## config.mk

```make
export PLATFORM = sky130hd
export DESIGN_NAME = program_memory_loader
export DESIGN_NICKNAME = d
export VERILOG_FILES = /design/src/rtl/loader_defs_pkg.sv /design/src/rtl/loader_word_packer.sv /design/src/rtl/program_memory_loader.sv
export SDC_FILE = /design/constraint.sdc
export NUM_CORES = 1
export LEC_CHECK = 0
export BUFFER_PORTS_ARGS = -buffer_cell sky130_fd_sc_hd__buf_2
export CORE_MARGIN = 10
export CORE_UTILIZATION = 45
export DETAILED_ROUTE_END_ITERATION = 10
export GPL_TIMING_DRIVEN = 0
export MAX_ROUTING_LAYER = met4
export PLACE_DENSITY = 0.74
export SLEW_MARGIN = 15
export SYNTH_ARGS = -nofsm -noshare
export SYNTH_HDL_FRONTEND = slang
export SYNTH_SLANG_ARGS = --single-unit
```

## constraint.sdc

```tcl
create_clock -name clk -period 4.37 [get_ports clk]
set_input_delay 1.311 -clock clk [delete_from_list [all_inputs] [get_ports clk]]
set_output_delay 1.311 -clock clk [all_outputs]
set_load 0.01 [all_outputs]
```

## src/rtl/loader_defs_pkg.sv

```systemverilog
// Shared definitions for the program memory loader: FSM state encoding,
// frame sync byte and length-field width.
package loader_defs;

   typedef enum logic [2:0] {
      ST_IDLE,
      ST_LEN_LO,
      ST_LEN_HI,
      ST_DATA,
      ST_CHECK,
      ST_DONE,
      ST_ERROR
   } loader_state_e;

   localparam logic [7:0]  LOADER_SYNC_BYTE = 8'hA5;
   localparam int unsigned LOADER_LEN_WIDTH = 16;

endpackage

```

## src/rtl/loader_word_packer.sv

```systemverilog
// Little-endian byte packer: shifts accepted bytes into a DATA_WIDTH-bit word
// and flags (combinationally) the byte that completes a word. word_o is only
// meaningful while word_valid_o is high; the caller registers it.
module loader_word_packer #(
   parameter int unsigned DATA_WIDTH = 32
) (
   input  logic                  clk,
   input  logic                  reset,
   input  logic                  clear,
   input  logic                  byte_en,
   input  logic [7:0]            byte_i,
   output logic                  word_valid_o,
   output logic [DATA_WIDTH-1:0] word_o
);

   localparam int unsigned BYTES = DATA_WIDTH / 8;
   localparam int unsigned CW    = (BYTES > 1) ? $clog2(BYTES) : 1;

   logic [CW-1:0]         cnt_q, cnt_d;
   logic [DATA_WIDTH-1:0] shreg_q, shreg_d;
   logic [DATA_WIDTH-1:0] shifted;

   // Newest byte enters at the top so byte0 ends up in [7:0] once the word is full
   generate
      if (BYTES == 1) begin : g_single
         always_comb shifted = byte_i;
      end else begin : g_multi
         always_comb shifted = {byte_i, shreg_q[DATA_WIDTH-1:8]};
      end
   endgenerate

   // Byte counter and shift register next-state; flag the word-completing byte
   always_comb begin
      cnt_d        = cnt_q;
      shreg_d      = shreg_q;
      word_valid_o = 1'b0;
      word_o       = shifted;
      if (clear) begin
         cnt_d = '0;
      end else if (byte_en) begin
         shreg_d = shifted;
         if (cnt_q == CW'(BYTES - 1)) begin
            cnt_d        = '0;
            word_valid_o = 1'b1;
         end else begin
            cnt_d = cnt_q + 1'b1;
         end
      end
   end

   // Packer state registers
   always_ff @(posedge clk) begin
      if (reset) begin
         cnt_q   <= '0;
         shreg_q <= '0;
      end else begin
         cnt_q   <= cnt_d;
         shreg_q <= shreg_d;
      end
   end

endmodule

```

## src/rtl/program_memory_loader.sv

```systemverilog
// Program memory loader: parses A5/LEN_LO/LEN_HI/payload frames from a byte
// stream, writes packed instructions to program RAM and holds the core in
// reset until a good frame has been loaded.
// Optional feature macro: LOADER_CHECKSUM_EN (trailing XOR checksum byte).
module program_memory_loader
   import loader_defs::*;
#(
   parameter  int unsigned MEMORY_DEPTH = 64,
   parameter  int unsigned DATA_WIDTH   = 32,
   localparam int unsigned ADDR_WIDTH   = $clog2(MEMORY_DEPTH)
) (
   input  logic                  clk,
   input  logic                  reset,
   input  logic [7:0]            Byte_i,
   input  logic                  Byte_Valid_i,
   output logic                  Byte_Ready_o,
   output logic                  Wr_En_o,
   output logic [ADDR_WIDTH-1:0] Wr_Addr_o,
   output logic [DATA_WIDTH-1:0] Wr_Data_o,
   output logic                  Cpu_Reset_o,
   output logic                  Load_Done_o,
   output logic                  Load_Error_o
);

   localparam int unsigned     LW        = LOADER_LEN_WIDTH;
   localparam logic [LW-1:0]   DEPTH_LEN = LW'(MEMORY_DEPTH);

   loader_state_e         state_q, state_d;
   logic [7:0]            len_lo_q, len_lo_d;
   logic [LW-1:0]         len_q, len_d;
   logic [ADDR_WIDTH-1:0] addr_q, addr_d;
   logic                  wr_en_q, wr_en_d;
   logic [ADDR_WIDTH-1:0] wr_addr_q, wr_addr_d;
   logic [DATA_WIDTH-1:0] wr_data_q, wr_data_d;
   logic                  cpu_reset_q, cpu_reset_d;
   logic                  done_q, done_d;
   logic                  error_q, error_d;
`ifdef LOADER_CHECKSUM_EN
   logic [7:0]            chk_q, chk_d;
`else
   logic                  last_q, last_d;
`endif

   logic                  accept;
   logic                  pk_en;
   logic                  pk_clear;
   logic                  pk_valid;
   logic [DATA_WIDTH-1:0] pk_word;
   logic [LW-1:0]         len_n;
   logic                  last_word;

   assign Byte_Ready_o = 1'b1;
   assign accept       = Byte_Valid_i;

   // Packer control kept apart from the FSM block to avoid a combinational
   // loop through the packer's word_valid output
   always_comb begin
      pk_clear = accept && (state_q == ST_LEN_HI);
`ifdef LOADER_CHECKSUM_EN
      pk_en    = accept && (state_q == ST_DATA);
`else
      pk_en    = accept && (state_q == ST_DATA) && !last_q;
`endif
   end

   loader_word_packer #(
      .DATA_WIDTH (DATA_WIDTH)
   ) u_packer (
      .clk          (clk),
      .reset        (reset),
      .clear        (pk_clear),
      .byte_en      (pk_en),
      .byte_i       (Byte_i),
      .word_valid_o (pk_valid),
      .word_o       (pk_word)
   );

   // Frame FSM, address counter, length check and checksum next-state
   always_comb begin
      state_d     = state_q;
      len_lo_d    = len_lo_q;
      len_d       = len_q;
      addr_d      = addr_q;
      wr_en_d     = 1'b0;
      wr_addr_d   = wr_addr_q;
      wr_data_d   = wr_data_q;
      cpu_reset_d = cpu_reset_q;
      done_d      = done_q;
      error_d     = error_q;
`ifdef LOADER_CHECKSUM_EN
      chk_d       = chk_q;
`else
      last_d      = last_q;
`endif
      len_n       = {Byte_i, len_lo_q};
      last_word   = (LW'(addr_q) == (len_q - 1'b1));

      case (state_q)
         ST_IDLE, ST_DONE, ST_ERROR: begin
            if (accept && (Byte_i == LOADER_SYNC_BYTE)) begin
               state_d     = ST_LEN_LO;
               cpu_reset_d = 1'b1;
               done_d      = 1'b0;
               error_d     = 1'b0;
            end
         end
         ST_LEN_LO: begin
            if (accept) begin
               len_lo_d = Byte_i;
               state_d  = ST_LEN_HI;
            end
         end
         ST_LEN_HI: begin
            if (accept) begin
               if ((len_n == '0) || (len_n > DEPTH_LEN)) begin
                  state_d = ST_ERROR;
                  error_d = 1'b1;
               end else begin
                  state_d = ST_DATA;
                  len_d   = len_n;
                  addr_d  = '0;
`ifdef LOADER_CHECKSUM_EN
                  chk_d   = '0;
`else
                  last_d  = 1'b0;
`endif
               end
            end
         end
         ST_DATA: begin
`ifdef LOADER_CHECKSUM_EN
            if (accept) begin
               chk_d = chk_q ^ Byte_i;
            end
`else
            // The final strobe is on the outputs now; DONE follows it by one cycle
            if (last_q) begin
               state_d     = ST_DONE;
               cpu_reset_d = 1'b0;
               done_d      = 1'b1;
            end
`endif
            if (pk_valid) begin
               wr_en_d   = 1'b1;
               wr_addr_d = addr_q;
               wr_data_d = pk_word;
               if (last_word) begin
`ifdef LOADER_CHECKSUM_EN
                  state_d = ST_CHECK;
`else
                  last_d  = 1'b1;
`endif
               end else begin
                  addr_d = addr_q + 1'b1;
               end
            end
         end
`ifdef LOADER_CHECKSUM_EN
         ST_CHECK: begin
            if (accept) begin
               if (Byte_i == chk_q) begin
                  state_d     = ST_DONE;
                  cpu_reset_d = 1'b0;
                  done_d      = 1'b1;
               end else begin
                  state_d = ST_ERROR;
                  error_d = 1'b1;
               end
            end
         end
`endif
         default: begin
            state_d = ST_IDLE;
         end
      endcase
   end

   // Loader state and registered outputs
   always_ff @(posedge clk) begin
      if (reset) begin
         state_q     <= ST_IDLE;
         len_lo_q    <= '0;
         len_q       <= '0;
         addr_q      <= '0;
         wr_en_q     <= 1'b0;
         wr_addr_q   <= '0;
         wr_data_q   <= '0;
         cpu_reset_q <= 1'b1;
         done_q      <= 1'b0;
         error_q     <= 1'b0;
`ifdef LOADER_CHECKSUM_EN
         chk_q       <= '0;
`else
         last_q      <= 1'b0;
`endif
      end else begin
         state_q     <= state_d;
         len_lo_q    <= len_lo_d;
         len_q       <= len_d;
         addr_q      <= addr_d;
         wr_en_q     <= wr_en_d;
         wr_addr_q   <= wr_addr_d;
         wr_data_q   <= wr_data_d;
         cpu_reset_q <= cpu_reset_d;
         done_q      <= done_d;
         error_q     <= error_d;
`ifdef LOADER_CHECKSUM_EN
         chk_q       <= chk_d;
`else
         last_q      <= last_d;
`endif
      end
   end

   assign Wr_En_o      = wr_en_q;
   assign Wr_Addr_o    = wr_addr_q;
   assign Wr_Data_o    = wr_data_q;
   assign Cpu_Reset_o  = cpu_reset_q;
   assign Load_Done_o  = done_q;
   assign Load_Error_o = error_q;

endmodule

```

=== After elaboration in Yosys (flattened, before gate mapping) ===
Index checks and enable logic that the tools add are counted.

* Bits in registers: 110
* Input bits: 11
* Output and inout port bits: 43
* Word-level logic and storage cells: 90

* Add/sub/neg operators: 3
* Order comparisons: 1
* Eq/ne operators: 17
* Mux-type cells: 30
* Bitwise gates (word level): 3
* Reductions and logical operators: 23

{| class="wikitable"
|+ Operator list
! operator !! count
|-
| $mux 6 || 4
|-
| $eq 6x16->1 || 1
|-
| $gt 16x7->1 const B || 1
|-
| $logic_not 16->1 || 1
|-
| $ne 2x2->1 const B || 8
|-
| $sub 16x1->16 const B || 1
|-
| $mux 3 || 5
|-
| $mux 1 || 14
|-
| $pmux 3 s4 || 1
|-
| $pmux 6 s2 || 1
|-
| $reduce_and 5->1 || 2
|-
| $eq 8x8->1 const B || 1
|-
| $pmux 1 s2 || 4
|-
| $reduce_and 4->1 || 2
|-
| $add 6x1->6 const B || 1
|-
| $eq 3x2->1 const B || 2
|-
| $eq 3x3->1 const B || 2
|-
| $reduce_and 2->1 || 3
|-
| $reduce_and 3->1 || 2
|-
| $reduce_bool 2->1 || 3
|-
| $logic_and 1x1->1 || 4
|-
| $reduce_or 2->1 || 2
|-
| $eq 3x1->1 const B || 1
|-
| $logic_not 3->1 || 1
|-
| 8 further kinds || 10
|}

=== Logic depth before layout (Yosys ltp) ===
* Depth after elaboration: 7
* Gate-level depth with buffers: 9
* Gate-level depth less buffers: 9

=== Cells and area by module ===
From an unflattened synthesis, not the netlist that was laid out.

* Cell total of the unflattened synthesis: 524
* Area total of the unflattened synthesis: 4274.1 um^2

{| class="wikitable"
|+ By module, submodules not included
! module !! instances !! cells each !! area each (um^2) !! sequential area each (um^2)
|-
| program_memory_loader || 1 || 400 || 3265.6 || 1521.5
|-
| loader_word_packer || 1 || 124 || 1008.5 || 520.5
|}

=== Least setup slack after synthesis ===
OpenSTA, ideal clock, no wires.

* Path kind: input to register
* From: input port Byte_i[4]
* To: register addr_q[3]
* Library setup time: 70 ps
* Arrival time: 2898 ps
* Data required time: 4300 ps
* Path slack: 1402 ps
* Stages on the path: 7
* Path buffers: 0
* Cell sequence: nor4_1 -> and3_1 -> nand3_1 -> o2bb2ai_1 -> a41o_4 -> or3_1 -> a21oi_1

* Longest elaborated chain between the ends: 4
* Elaborated cells between the ends (all ways): 5
* Classes of those cells: 1 x order compare; 1 x eq/ne; 3 x reduce/logical

{| class="wikitable"
|+ RTL lines
! item !! line !! text
|-
| from (decl) || program_memory_loader.sv:14 || <nowiki>input logic [7:0] Byte_i,</nowiki>
|-
| $gt 16x7->1 or $logic_not 16->1 (tied branches) || program_memory_loader.sv:115 || <nowiki>if ((len_n == '0) || (len_n > DEPTH_LEN)) begin</nowiki>
|-
| $logic_or 1x1->1 * || program_memory_loader.sv:115 ||
|-
| $ne 2x2->1 (no line) * || - ||
|-
| $reduce_and 5->1 (no line) * || - ||
|-
| to (signal assigned) || program_memory_loader.sv:200 || <nowiki>addr_q <= addr_d;</nowiki>
|-
| to (decl) || program_memory_loader.sv:31 || <nowiki>logic [ADDR_WIDTH-1:0] addr_q, addr_d;</nowiki>
|}

Mark *: on every way between the ends. The rest lies on a longest branch, timed or not.
A chain may end at the register's enable or synchronous reset.

=== Worst setup path after layout ===
Ends and elaborated chain as after synthesis.

==> impl_metrics.json <==
{
  "antenna_cells": 0,
  "gr-max-usage-layer": "met2",
  "grt_pass1_vias": 3659,
  "grtUsageMet1_pct": 20.6,
  "worst-r2r-cell-count": 9,
  "drv_cap": 0,
  "cts_made_buffers": 9,
  "required_ns": 4.67,
  "p_leak_nw": 1.86,
  "area_delta_synth_final_pct": 13.7,
  "dpl.cell_count": 690,
  "synth_top_area_share_pct": 48.2,
  "dr.pass1.iters": 5,
  "grt_use_total_pct": 16.2,
  "synth-edff-count": 0,
  "die_y_um": 117,
  "routed_via_density": 5.50,
  "worstSkewPairLatency_ns": 0.38,
  "rsz0062_at_grt": "false",
  "worst_hold_slack_ns": 0.459,
  "ys_async_sr_fraction_pct": 0,
  "setup_viol": 0,
  "finalCriticalPeriod_ns": 3.14,
  "layout-drive-gt1-share_pct": 14.3,
  "ios": 54,
  "slew_headroom_pct": 60.9,
  "die_w_um": 117,
  "status": "completed",
  "skew_ns": 0.0109,
  "cts.clk_slew.worst_paths_ns": 0.09,
  "antenna_found_initial": 0,
  "worstPathMaxFanout": 10,
  "die_area_um2": 13700,
  "cts_setup_buffers": 0,
  "syn_nets": 542,
  "yosys_register_bits": 102,
  "ys_seq_area_share_pct": 48.2,
  "avgRoutedWirePerCell_um": 15.0,
  "postRouteAntennaNets": 0,
  "met3_usage_pct": 3.77,
  "fin_tns_setup_ns": 0,
  "cts_resized": 0,
  "yosysWarnings": 0,
  "hold_depth": 2,
  "synth_ff_type": "dfxtp_1",
  "final_common_cell": "nand2_1",
  "cts_max_level": 3,
  "timing.final.crit_share_pct": 71.8,
  "via_count": 3884,
  "timing.fmax_mhz": 319,
  "finalWirelength_mm": 10.6,
  "path_class": "in2reg",
  "fillCellCount": 882,
  "drv_slew": 0,
  "fin_util_pct": 52.4,
  "endpoint_kind": "register",
  "cp-start-kind": "input pin",
  "clk_path_buf_depth": 2,
  "remaining_drc_errors": 0,
  "ir_drop_uv": 181,
  "yosys.area.top_type": "dfxtp_1",
  "cts_hold_repair.buffers": 0,
  "hold_viol": 0,
  "syn_avg_cell_area_um2": 8.03,
  "worst_pin_slew_ns": 0.586,
  "synth_cells": 528,
  "nets": 604,
  "synthTopCellsByArea": "dfxtp_1 (48%), nand2_1 (14%), a21oi_1 (9.7%)",
  "dpl.hpwl_mm": 7.93,
  "portBuffers": 51,
  "hold_class": "reg2reg",
  "core_area_um2": 9200,
  "cp.arrival_ns": 3.44,
  "place.gp.congestion": 0.890,
  "overflow": 0,
  "cts_tree": "done",
  "grt_pass1_wl_mm": 17.3,
  "fin_cells": 706,
  "synthDistinctLibCells": 57,
  "initial_core_util_pct": 46.1,
  "clkSinkCount": 102,
  "grtUsageMet2_pct": 24.9,
  "p_per_area_nw_per_um2": 353,
  "layout_common_cells": "nand2_1 (155), dfxtp_1 (102), a21oi_1 (82)",
  "drt-initial-drc-count": 364,
  "grt_max_degree": 20,
  "root_buffer": "clkbuf_8",
  "num_rows": 35,
  "syn_area_um2": 4240
}
==> cells by family (layout without fill, tap and decap cells) <==
kind of cell | count (synthesis) | after routing | share of synthesized area, %
buf+inv | 35 | 102 | 3.42
other cells | 1 | 1 | 0.0885
compound gates | 112 | 112 | 15.5
simple gates | 258 | 258 | 28.1
xor+xnor | 6 | 6 | 1.24
fa+ha+maj | 3 | 3 | 0.886
flops | 102 | 102 | 48.2
mux | 11 | 11 | 2.60
==> flip-flops by register name, indices dropped and copies added (netlist names) <==
name,count
addr_q,6
Wr_Data_o,32
u_packer.cnt_q,2
state_q,3
Cpu_Reset_o,1
Wr_Addr_o,6
u_packer.shreg_q,24
Load_Done_o,1
Load_Error_o,1
Wr_En_o,1
len_q,16
len_lo_q,8
last_q,1
==> power breakdown <==
part / switching, mW / leakage [nW] / internal [mW]
combinational: 0.101 / 0.939 / 0.0569
clock: 0.355 / 0.0960 / 0.222
sequential: 0.0151 / 0.822 / 0.949
total: 0.471 / 1.86 / 1.23
==> through the flow <==
stage               worst slack (ns)  total power [mW]  area [um^2]
finish                          1.23              1.70         4820
global route                    1.20              1.77         4820
CTS                             1.26              1.71         4820
detailed placement             0.882              1.14         4630
global placement               0.934              1.13         4630
floorplan                       1.40              1.10         4240
==> final timing paths <==
path | start | end | slack, ns
worst min-delay path | Wr_Addr_o[2]$_SDFFE_PP0P_ | Wr_Addr_o[2]$_SDFFE_PP0P_ | 0.46
worst min register to register | Wr_Addr_o[2]$_SDFFE_PP0P_ | Wr_Addr_o[2]$_SDFFE_PP0P_ | 0.46
worst max register to register | state_q[0]$_SDFFE_PP0P_ | Wr_Data_o[27]$_SDFFE_PP0P_ | 1.66
worst max-delay path | Byte_i[4] | addr_q[3]$_SDFFE_PP0P_ | 1.23
==> worst max-delay path, cell delays in order <==
cell and delay, ns:
buf_2 0.14, nor4_1 0.50, and3_1 0.28, nand3_1 0.18, o2bb2ai_1 0.22, a41o_4 0.30, or3_1 0.35, a21oi_1 0.15
==> Yosys cell counts (4+ instances only) <==
library cell  instances
mux2i_1              11
dfxtp_1             102
xnor2_1               5
or3_1                 5
nand2b_1              6
nand2_1             155
nor3_1                8
clkbuf_1             28
nor2b_1               6
o21ai_0               8
nand4_1               5
nor2_1               28
nand3_1               5
a21oi_1              82
or4_1                 4
and2_1               13
==> layer usage <==
layer  routed length, um  vias to the layer above
met5                   0                        -
met4                 170                        0
met3                 557                       19
met2                4960                      116
met1                4940                     1832
li1                    -                     1917
==> area by class of cell <==
| type | count | area, um^2 | area share [%] |
|---|---|---|---|
| clock inverters | 7 | 63.8 | 1.32 |
| flip-flops and latches | 102 | 2040 | 42.4 |
| inverters | 3 | 11.3 | 0.234 |
| clock buffers | 9 | 124 | 2.57 |
| repair buffers | 51 | 255 | 5.30 |
| multi-input cells | 391 | 2050 | 42.5 |
| well taps | 111 | 139 | 2.88 |
| plain buffers | 32 | 134 | 2.78 |
Power figures use the tool's default switching activity.
